`config.mk`:
```
export PLATFORM = sky130hd
export DESIGN_NAME = demux_32_buffered
export DESIGN_NICKNAME = d
export VERILOG_FILES = /design/src/rtl/demux_pkg.sv /design/src/rtl/demux_fifo.sv /design/src/rtl/demux_32_buffered.sv
export SDC_FILE = /design/constraint.sdc
export NUM_CORES = 1
export LEC_CHECK = 0
export ABC_AREA = 1
export CAP_MARGIN = 15
export CORE_AREA = 2 2 106 108
export DETAILED_ROUTE_END_ITERATION = 8
export DIE_AREA = 0 0 108 110
export PLACE_DENSITY = 0.89
export SYNTH_ARGS = -nofsm -noshare
export SYNTH_HDL_FRONTEND = slang
export SYNTH_SLANG_ARGS = --single-unit
```
`constraint.sdc`:
```
create_clock -name clk -period 2.9 [get_ports clk]
set_clock_uncertainty 0.15 [all_clocks]
set_input_delay 0.29 -clock clk [delete_from_list [all_inputs] [get_ports clk]]
set_output_delay 0.29 -clock clk [all_outputs]
set_load 0.05 [all_outputs]
```
`src/rtl/demux_pkg.sv`:
```
// Shared types for the buffered 1:2 word demultiplexer and its output FIFOs.
package demux_pkg;

    localparam int DATA_W = 32;

    typedef logic [DATA_W-1:0] word_t;

    typedef enum logic {
        SEL_OUT0 = 1'b0,
        SEL_OUT1 = 1'b1
    } sel_t;

    typedef enum logic [1:0] {
        EMPTY   = 2'd0,
        PARTIAL = 2'd1,
        FULL    = 2'd2
    } occ_state_t;

endpackage

```
`src/rtl/demux_fifo.sv`:
```
// Small circular FIFO with an occupancy state machine (EMPTY/PARTIAL/FULL).
// Pushes while full and pops while empty are ignored; head reads 0 when empty.
module demux_fifo #(
    parameter int DATA_W = 32,
    parameter int DEPTH  = 2
) (
    input  logic              clk,
    input  logic              rst_n,
    input  logic              push,
    input  logic [DATA_W-1:0] wdata,
    input  logic              pop,
    output logic              full,
    output logic              empty,
    output logic [DATA_W-1:0] head
);
    import demux_pkg::*;

    localparam int PTR_W = $clog2(DEPTH);
    localparam int CNT_W = PTR_W + 1;
    localparam logic [CNT_W-1:0] CNT_ONE  = CNT_W'(1);
    localparam logic [CNT_W-1:0] CNT_LAST = CNT_W'(DEPTH - 1);

    logic [DATA_W-1:0] mem [DEPTH];
    logic [PTR_W-1:0]  wr_ptr;
    logic [PTR_W-1:0]  rd_ptr;
    logic [CNT_W-1:0]  count;
    occ_state_t        state_q;
    occ_state_t        state_d;
    logic              do_push;
    logic              do_pop;

    assign full    = (state_q == FULL);
    assign empty   = (state_q == EMPTY);
    assign do_push = push && !full;
    assign do_pop  = pop && !empty;
    assign head    = empty ? '0 : mem[rd_ptr];

    always_ff @(posedge clk or negedge rst_n) begin
        if (!rst_n) begin
            state_q <= EMPTY;
        end else begin
            state_q <= state_d;
        end
    end

    always_comb begin
        state_d = state_q;
        case (state_q)
            EMPTY: begin
                if (do_push) state_d = PARTIAL;
            end
            PARTIAL: begin
                if (do_push && !do_pop && count == CNT_LAST) begin
                    state_d = FULL;
                end else if (do_pop && !do_push && count == CNT_ONE) begin
                    state_d = EMPTY;
                end
            end
            FULL: begin
                if (do_pop) state_d = PARTIAL;
            end
            default: state_d = EMPTY;
        endcase
    end

    // Pointer widths equal log2(DEPTH), so increments wrap modulo DEPTH for free.
    always_ff @(posedge clk or negedge rst_n) begin
        if (!rst_n) begin
            wr_ptr <= '0;
            rd_ptr <= '0;
            count  <= '0;
        end else begin
            if (do_push) wr_ptr <= wr_ptr + 1'b1;
            if (do_pop)  rd_ptr <= rd_ptr + 1'b1;
            case ({do_push, do_pop})
                2'b10:   count <= count + 1'b1;
                2'b01:   count <= count - 1'b1;
                default: count <= count;
            endcase
        end
    end

    always_ff @(posedge clk) begin
        if (do_push) mem[wr_ptr] <= wdata;
    end

endmodule

```
`src/rtl/demux_32_buffered.sv`:
```
// 1:2 word router with a per-output FIFO; a stalled output only blocks its own pushes.
// Optional counters (accepted pushes per output, input stall cycles) under DEMUX_STATS_EN.
module demux_32_buffered #(
    parameter int DATA_W = 32,
    parameter int DEPTH  = 2
) (
    input  logic              clk,
    input  logic              rst_n,
    input  logic [DATA_W-1:0] in_data,
    input  logic              in_sel,
    input  logic              in_valid,
    output logic              in_ready,
    output logic [DATA_W-1:0] out0_data,
    output logic              out0_valid,
    input  logic              out0_ready,
    output logic [DATA_W-1:0] out1_data,
    output logic              out1_valid,
`ifdef DEMUX_STATS_EN
    input  logic              out1_ready,
    output logic [15:0]       stat0_cnt,
    output logic [15:0]       stat1_cnt,
    output logic [15:0]       stall_cnt
`else
    input  logic              out1_ready
`endif
);
    import demux_pkg::*;

    sel_t sel;
    logic full0;
    logic full1;
    logic empty0;
    logic empty1;
    logic push0;
    logic push1;

    assign sel = sel_t'(in_sel);

    // Readiness depends only on registered occupancy, never on the consumer ready inputs.
    assign in_ready = (sel == SEL_OUT1) ? !full1 : !full0;
    assign push0    = in_valid && in_ready && (sel == SEL_OUT0);
    assign push1    = in_valid && in_ready && (sel == SEL_OUT1);

    assign out0_valid = !empty0;
    assign out1_valid = !empty1;

    demux_fifo #(.DATA_W(DATA_W), .DEPTH(DEPTH)) u_fifo0 (
        .clk   (clk),
        .rst_n (rst_n),
        .push  (push0),
        .wdata (in_data),
        .pop   (out0_ready),
        .full  (full0),
        .empty (empty0),
        .head  (out0_data)
    );

    demux_fifo #(.DATA_W(DATA_W), .DEPTH(DEPTH)) u_fifo1 (
        .clk   (clk),
        .rst_n (rst_n),
        .push  (push1),
        .wdata (in_data),
        .pop   (out1_ready),
        .full  (full1),
        .empty (empty1),
        .head  (out1_data)
    );

`ifdef DEMUX_STATS_EN
    // Push counters wrap; the stall counter saturates so long stalls stay visible.
    always_ff @(posedge clk or negedge rst_n) begin
        if (!rst_n) begin
            stat0_cnt <= '0;
            stat1_cnt <= '0;
            stall_cnt <= '0;
        end else begin
            if (push0) stat0_cnt <= stat0_cnt + 1'b1;
            if (push1) stat1_cnt <= stat1_cnt + 1'b1;
            if (in_valid && !in_ready && stall_cnt != 16'hFFFF) begin
                stall_cnt <= stall_cnt + 1'b1;
            end
        end
    end
`endif

endmodule

```
[Yosys cells after proc, flatten, opt, wreduce, memory -nomap -nowiden]
Memory sizes are Yosys's and may differ from the RTL's.
Cells that the tools add are included.
Storage, ports and cells
  memory bits (writable): 128
  logic and storage cells: 83
  memories kept: 2
  bits in registers: 12
  bits of input ports: 38
  output and inout bits: 67
Cells by class
  reduce and logical (&&, ||, !) cells: 29
  add/subtract/negate cells: 8
  bitwise logic cells: 1
  equality and inequality tests: 16
  mux-type cells: 19
Memories
  u_fifo0.mem: depth 2, width 32, rd ports 1, clocked after memory_dff 0, wr ports 1, line demux_fifo.sv:23  | logic [DATA_W-1:0] mem [DEPTH];
  u_fifo1.mem: depth 2, width 32, rd ports 1, clocked after memory_dff 0, wr ports 1, line demux_fifo.sv:23
Operator list (count)
  two-way mux 32 bit: 2
  two-way mux 2 bit: 8
  logical AND 1 bit: 15
  equality test 2 x 1 -> 1 bit (second input constant): 6
  one-hot mux 2 bit (3 select lines): 2
  equality test 2 bit (second input constant): 4
  logical NOT 1 bit: 8
  != test 2 bit (second input constant): 4
  one-hot mux 2 bit (2 select lines): 2
  != test 3 x 1 -> 1 bit (second input constant): 2
  AND reduction 3 bit: 2
  two-way mux 1 bit: 5
  adder 1 bit (second input constant): 4
  adder 2 x 1 -> 2 bit (second input constant): 2
  logical NOT 2 bit: 2
  nonzero test 2 bit: 2
  subtractor 2 x 1 -> 2 bit (second input constant): 2
  inverter 1 bit: 1

[Depth between registers and ports, before layout]
Gate-level depths: netlist of run 1.
  depth after elaboration: 12
  gate-level depth with buffers: 9
  gate-level depth less buffers: 9

[By module]
From an unflattened synthesis of run 1, not the netlist that was laid out.
Second synthesis, totals
  cells, all modules: 435
  area, all modules: 5775.5 µm²
Modules (own cells, without submodules)
  demux_fifo at u_fifo0: instances 1, sequential area each 2072.0 µm², cells an instance 214, area each 2875.3 µm²
  demux_fifo at u_fifo1: instances 1, sequential area each 2072.0 µm², cells an instance 210, area each 2854.0 µm²
  demux_32_buffered: instances 1, sequential area each 0.0 µm², cells an instance 11, area each 46.3 µm²

[Least setup slack after synthesis of run 1]
Ideal clock, no wire load.
  path type: flip-flop to flip-flop
  start: register u_fifo1.state_q[1]
  end: memory u_fifo1.mem[0][0] (enable)
  clock period less this slack: 2.599 ns
  setup slack: 0.301 ns
  required time: 2.329 ns
  cell stages (with the launch flop): 4
  path buffers: 0
  data arrival time: 2.028 ns
  setup time: 0.421 ns
  path through: dfrtp_1 > nand2_1 > nand3_4 > nor2_1
On the way
  longest elaborated chain between the ends: 8
Ends and longest elaborated chain
  from (decl): line demux_fifo.sv:27  | occ_state_t state_q;
  from (signal assigned): line demux_fifo.sv:42  | state_q <= state_d;
  equality test 2 bit *: line demux_fifo.sv:32  | assign full = (state_q == FULL);
  logical NOT 1 bit *: line demux_fifo.sv:34, demux_32_buffered.sv:40
  two-way mux 1 bit: line demux_32_buffered.sv:40  | assign in_ready = (sel == SEL_OUT1) ? !full1 : !full0;
  logical AND 1 bit (2 in a row): line demux_32_buffered.sv:42  | assign push1 = in_valid && in_ready && (sel == SEL_OUT1);
  logical AND 1 bit *: line demux_fifo.sv:34  | assign do_push = push && !full;
  two-way mux 1 bit *: line demux_fifo.sv:84  | if (do_push) mem[wr_ptr] <= wdata;
  two-way mux 1 bit (not written as such) *: line demux_fifo.sv:84
  to (decl): line demux_fifo.sv:23
Every way passes the cells marked *; elsewhere a longest branch is shown, timed or not.

[Final worst setup path of run 1]
  start: register u_fifo0.state_q[0]
  end: output port in_ready
On the way
  longest elaborated chain between the ends: 3
Ends and longest elaborated chain
  from (decl): line demux_fifo.sv:27
  from (signal assigned): line demux_fifo.sv:42
  equality test 2 bit: line demux_fifo.sv:32
  logical NOT 1 bit: line demux_32_buffered.sv:40
  two-way mux 1 bit: line demux_32_buffered.sv:40
  to (decl): line demux_32_buffered.sv:12  | output logic in_ready,
No other way between the ends.

==> results of run 1 <==
worst max-delay path, delay by kind of cell, from the launching register on:
kind	cells	cell delay, ps
compound gates	1	160
flops	1	410
simple gates	2	140
buf+inv	2	930
kinds of logic (layout without fill, tap and decap cells):
logic type | after synthesis | count (layout) | share of synthesized area, %
AO/OA/AOI/OAI | 69 | 69 | 6.40
XOR/XNOR | 8 | 8 | 1.41
flip-flops | 140 | 140 | 75.5
buffers and inverters | 35 | 161 | 3.26
AND/OR/NAND/NOR | 159 | 159 | 12.1
adder cells (fa/ha/maj) | 6 | 6 | 1.37
cell usage in the layout (no fill, tap or decap), drive strengths merged, types with 2 or more instances in the layout:
cell type and count:
nand2 142, edfxtp 128, buf 74, a21oi 64
clkdlybuf4s50 40, clkbuf 17, inv 15, dfrtp 12
nor2 9, ha 6, clkinvlp 6, xor2 6
clkinv 5, nand3 4, bufinv 3, xnor2 2
nand3b 2, nand4 2, o31ai 2, o21ai 2
per-layer routing:
metal	global-route usage, %	vias up	routed length (um)
met3	4.23	33	781
met5	0	-	0
met2	36.3	152	6090
met4	11.6	0	394
met1	24.8	1735	4630
li1	-	1674	-
power by group:
group          internal [W]  switching (W)  total, W
sequential          0.00252       0.000116   0.00263
clock               0.00130       0.000797   0.00210
combinational       0.00104        0.00299   0.00404
total               0.00487        0.00391   0.00877
registers in the layout, indices dropped and copies added (netlist names):
| register | cells |
|---|---|
| u_fifo0.mem | 64 |
| u_fifo1.mem | 64 |
| u_fifo0.count | 2 |
| u_fifo0.state_q | 2 |
| u_fifo1.count | 2 |
| u_fifo1.state_q | 2 |
| u_fifo0.rd_ptr | 1 |
| u_fifo0.wr_ptr | 1 |
| u_fifo1.rd_ptr | 1 |
| u_fifo1.wr_ptr | 1 |
cells in the mapped netlist:
| cell | count |
|---|---|
| nand3_1 | 2 |
| nand4_1 | 2 |
| o31ai_1 | 2 |
| nand3_4 | 2 |
| ha_1 | 6 |
| clkinv_2 | 2 |
| xor2_2 | 1 |
| o21ai_0 | 2 |
| nand2_2 | 4 |
| nor2_1 | 7 |
| edfxtp_1 | 128 |
| buf_4 | 2 |
| nor2_4 | 2 |
| buf_2 | 15 |
| nand2_1 | 138 |
| buf_6 | 2 |
| a31oi_1 | 1 |
| xnor2_1 | 2 |
| a21oi_1 | 64 |
| clkbuf_4 | 1 |
| xor2_1 | 5 |
| inv_2 | 4 |
| dfrtp_1 | 12 |
| nand3b_1 | 2 |
| inv_1 | 9 |
per-stage QoR:
stage	instances	hold WS (ps)	instance area [um2]	setup slack, ps	total power (W)
floorplan	417	-156	5490	301	0.00553
detailed placement	651	330	6530	573	0.00670
CTS	683	249	7130	310	0.00881
global placement	651	316	6530	565	0.00660
global route	683	261	7130	222	0.00914
finish	683	264	7130	302	0.00877
cell type report:
type | count | area, um2 | share of cell area [%]
Multi-Input combinational cell | 242 | 1200 | 16.8
Clock buffer | 17 | 414 | 5.81
Sequential cell | 140 | 4140 | 58.1
Tap cell | 140 | 175 | 2.46
Clock inverter | 14 | 171 | 2.40
Inverter | 15 | 58.8 | 0.825
Timing Repair Buffer | 115 | 966 | 13.6
path summary, 6_finish.rpt:
kind	start	endpoint	slack, ps
min reg2reg	u_fifo0.count[1]	u_fifo0.count[1]	330
max reg2reg	u_fifo1.state_q[1]	u_fifo1.mem[0][18]	930
max in group asynchronous	rst_n	u_fifo1.rd_ptr	1710
max	u_fifo0.state_q[0]	in_ready	300
min in group asynchronous	rst_n	u_fifo0.state_q[0]	520
min	in_data[22]	u_fifo0.mem[1][22]	260
repair_timing:
action                                 in CTS  in global routing
setup buffers                               0                  0
hold buffers                                1                  0
endpoints found under the hold margin      12                  0
==> results.toml, run 1 <==
[cts]
clock_tree.root_cell = "clkbuf_8"
cts_buffer_depth = 2
clock_h_tree_levels = 4
clock_tree_from_tritoncts = "done"
cts.repair.resized = 0
numCtsBuffers = 17
numClockSinks = 140
path_clk_slew_ps = 60
clock_latency_at_the_later_pin_of_the_worst_skew_pair_ps = 520

[detailed_routing]
routed_wl_per_cell_um = 17.4
number_of_vias_in_the_routed_layout = 3594
drt_iter0_markers = 319
remaining_antenna_violation_count_after_routing = 0
drc_errors = 0
routed_wirelength_um = 11900
detail_route.vias_per_cell = 5.26
drt-pass1-iter-count = 5

[worst_setup_path]
rr_worst_depth = 4
setup.worst_path.end_class = "primary output"
critical-path-max-stage-delay_ps = 840
timing.critical_path.arrival_ps = 2160
critical_path.slowest_cell = "clkdlybuf4s50_1"
timing.critical_path.required_ps = 2460
path_class = "register to primary output"
critical_path_peak_fanout = 5
crit_path_cell_trace = "inv_2, nand2_2, nor2_1, a31oi_1, clkdlybuf4s50_1"
worstSetupStartpointType = "register"

[global_routing]
largest_net_degree_at_the_start_of_global_routing = 34
globalRouteTotalUtil_pct = 21.0
grt.overflow.total = 0
grt_pass1_wl_um = 18300
first_global_vias = 3707
antenna_found_initial = 0

[synth]
synth_area_leader_cell = "edfxtp_1"
synth_cells = 417
synth_area_per_cell_um2 = 13.2
yosys.area.top_type_share_pct = 70.0
ys_seq_elements = 140
synth_top_cells_by_area = "edfxtp_1 (70%), nand2_1 (9.4%), a21oi_1 (5.8%)"
syn_nets = 461
post_synth_num_cell_types = 25
ys_seq_area_share_pct = 75.5
yosysWarningCount = 0
netlist_area_mm2 = 0.00549

[timing]
setup_repair_after_global_routing_missed_its_margin = "false"
max_slew.worst_pin.slew_ps = 565
number_of_hold_violations_in_the_final_report = 0
timing.final.max_slew_violations = 0
setup_viol_count_final = 0
timing.setup.tns_ps = 0
maxClockFrequency_ghz = 0.385
portion_of_the_clock_cycle_consumed_by_the_worst_path_in_the_final_layout_pct = 89.6
period_needed_ps = 2600
timing.max_slew.rel_slack_pct = 62.3

[layout]
filler_cell_count = 720
post_route_cells_drive_above_1_share_pct = 22.8
diodes = 0
area_growth_syn_to_layout_pct = 29.8
final_core_util_pct = 66.6
finish.net_count = 575

[job]
max_cap_viol_count = 0

[die]
design.portCount = 105
start_util_pct = 51.3
core-area_mm2 = 0.0107
floorplan.die.width_um = 108
die_h_um = 110
dieArea_mm2 = 0.0119
rows = 38

[outcome]
run_status = "completed"

[placement]
dp.final_hpwl_um = 7390
globalplace.congestion = 0.818
placement.io_buffers = 104

[pwr]
irDropWorstVdd_mv = 0.911
power_leakage_nw = 2.74
cellPowerDensity_mw_per_mm2 = 1230

[hold_path]
worst_hold_path_class = "input pin to register"
timing.hold.worst_path_depth = 1
Note: power is estimated with default switching activity, not from simulation.
==> run 2, diff against run 1 <==
- CAP_MARGIN: 15 -> default
- CORE_AREA: 2 2 106 108 -> 5 5 109 111
- CTS_CLUSTER_DIAMETER: default -> 60
- DIE_AREA: 0 0 108 110 -> 0 0 114 116
==> results.toml, run 2 (synthesis gave the netlist of run 1 again) <==
[global_routing]
largest_net_degree_at_the_start_of_global_routing = 34
grt.overflow.total = 0
first_global_vias = 3842
antenna_found_initial = 0
grt_pass1_wl_um = 19000
globalRouteTotalUtil_pct = 19.2

[pwr]
power_leakage_nw = 2.76
irDropWorstVdd_mv = 0.660
p_total_w = 0.00883
cellPowerDensity_mw_per_mm2 = 1230

[die]
rows = 38
design.portCount = 105
start_util_pct = 51.3
core-area_mm2 = 0.0107
floorplan.die.width_um = 114
die_h_um = 116
dieArea_mm2 = 0.0132

[worst_setup_path]
crit_path_cell_trace = "buf_4, nand2_1, a21oi_1, buf_4"
timing.critical_path.required_ps = 2460
worstSetupStartpointType = "register"
path_class = "register to primary output"
rr_worst_depth = 5
setup.worst_path.end_class = "primary output"
critical-path-top-cell-by-count = "buf_4"
critical_path.slowest_cell = "dfrtp_1"
critical_path.reg2reg.endpoint = "u_fifo1.mem[0][7]"
cpLargestDelayFamily = "flip-flops"
timing.critical_path.depth = 4
critical-path-max-stage-delay_ps = 750
critical_path_peak_fanout = 17
endpoint = "out1_data[6]"
worstSetupStartpoint = "u_fifo1.rd_ptr"
ff2ff_setup_slack_ps = 930
timing.critical_path.arrival_ps = 2170
r2r-start = "u_fifo1.state_q[0]"
critical_path_buf_inv_count = 2

[timing]
timing.max_slew.rel_slack_pct = 57.0
finalWorstSetupSlack_ps = 292
setup_viol_count_final = 0
setup_repair_after_global_routing_missed_its_margin = "false"
timing.setup.tns_ps = 0
timing.final.max_slew_violations = 0
maxClockFrequency_ghz = 0.383
portion_of_the_clock_cycle_consumed_by_the_worst_path_in_the_final_layout_pct = 89.9
period_needed_ps = 2610
number_of_hold_violations_in_the_final_report = 0
max_slew.worst_pin.slew_ps = 644

[placement]
dp.final_hpwl_um = 7930
place_ws_ps = 507
placement.io_buffers = 104
placed_cell_area_mm2 = 0.00656
globalplace.congestion = 0.738

[layout]
stdcell_area_mm2 = 0.00716
final_core_util_pct = 66.9
layout_commonest_cell = "nand2_1"
post_route_cells_drive_above_1_share_pct = 22.3
layout.cells.most_common_list = "nand2_1 (138), edfxtp_1 (128), buf_4 (72)"
diodes = 0
finish.net_count = 575
top_regs = "u_fifo0.mem: 64 flops, u_fifo1.mem: 64 flops"
area_growth_syn_to_layout_pct = 30.4

[hold_path]
worst_hold_path_class = "input pin to register"

[detailed_routing]
drt-pass1-iter-count = 4
drc_errors = 0
routed_wirelength_um = 12300
detail_route.vias_per_cell = 5.25
drt_iter0_markers = 188
remaining_antenna_violation_count_after_routing = 0
number_of_vias_in_the_routed_layout = 3583
routed_wl_per_cell_um = 17.9

[cts]
clock_tree_from_tritoncts = "done"
clock_h_tree_levels = 4
cts_buffer_depth = 2
clock_tree.root_cell = "clkbuf_8"
path_clk_slew_ps = 60
numClockSinks = 140
postCtsSetupRepairBufs = 0
numCtsBuffers = 17
clock_latency_at_the_later_pin_of_the_worst_skew_pair_ps = 520

[outcome]
run_status = "completed"

[job]
max_cap_viol_count = 0
[run 2: cell count changes in the layout (fill, tap and decap cells not counted)]
cell	previous run	this run
inv_4	0	1
buf_4	74	72
clkinvlp_4	6	3
buf_12	0	2
inv_6	2	0
bufinv_16	3	4
clkinv_1	0	3
[run 2: area by class of cell]
class	instances	area [um2]
Multi-Input combinational cell	242	1200
Timing Repair Buffer	115	991
Tap cell	140	175
Clock buffer	17	414
Inverter	15	60.1
Fill cell	743	3540
Sequential cell	140	4140
Clock inverter	14	178
[run 2: timing repair]
action | in CTS | in global routing
gates resized for setup | 0 | 1
hold buffers | 1 | 0
hold endpoints to repair | 4 | 0
endpoints found under the setup margin | 0 | 32
[run 2: where the power goes]
part	internal, W	total (W)	leakage [nW]	switching [W]
Clock	0.00138	0.00215	0.282	0.000775
Sequential	0.00252	0.00267	1.32	0.000155
Combinational	0.00106	0.00401	1.16	0.00296
Total	0.00495	0.00883	2.76	0.00388
[run 2: how the worst min path moves through the flow]
stage                     cells after the start        startpoint  slack [ps]                  to
after CTS                                     1       in_data[17]         240  u_fifo0.mem[1][17]
after floorplan                               0             rst_n        -160    u_fifo0.count[0]
after global placement                        2  u_fifo0.count[1]         320    u_fifo0.count[1]
after detailed placement                      1  u_fifo0.count[0]         330    u_fifo0.count[0]
after global routing                          1       in_data[17]         260  u_fifo0.mem[1][17]
final                                         1       in_data[17]         260  u_fifo0.mem[1][17]
[run 2: routing by layer]
layer | track usage, % | up-vias | wire length (um)
li1 | - | 1679 | -
met1 | 21.8 | 1734 | 4590
met2 | 33.6 | 142 | 6520
met3 | 5.54 | 28 | 830
met4 | 8.79 | 0 | 312
met5 | 0 | - | 0
[run 2: stage by stage]
stage / hold slack, ps / cells
2_1_floorplan: -156 / 417
3_3_place_gp: 317 / 651
3_5_place_dp: 332 / 651
4_1_cts: 243 / 683
5_1_grt: 259 / 683
6_report: 263 / 683
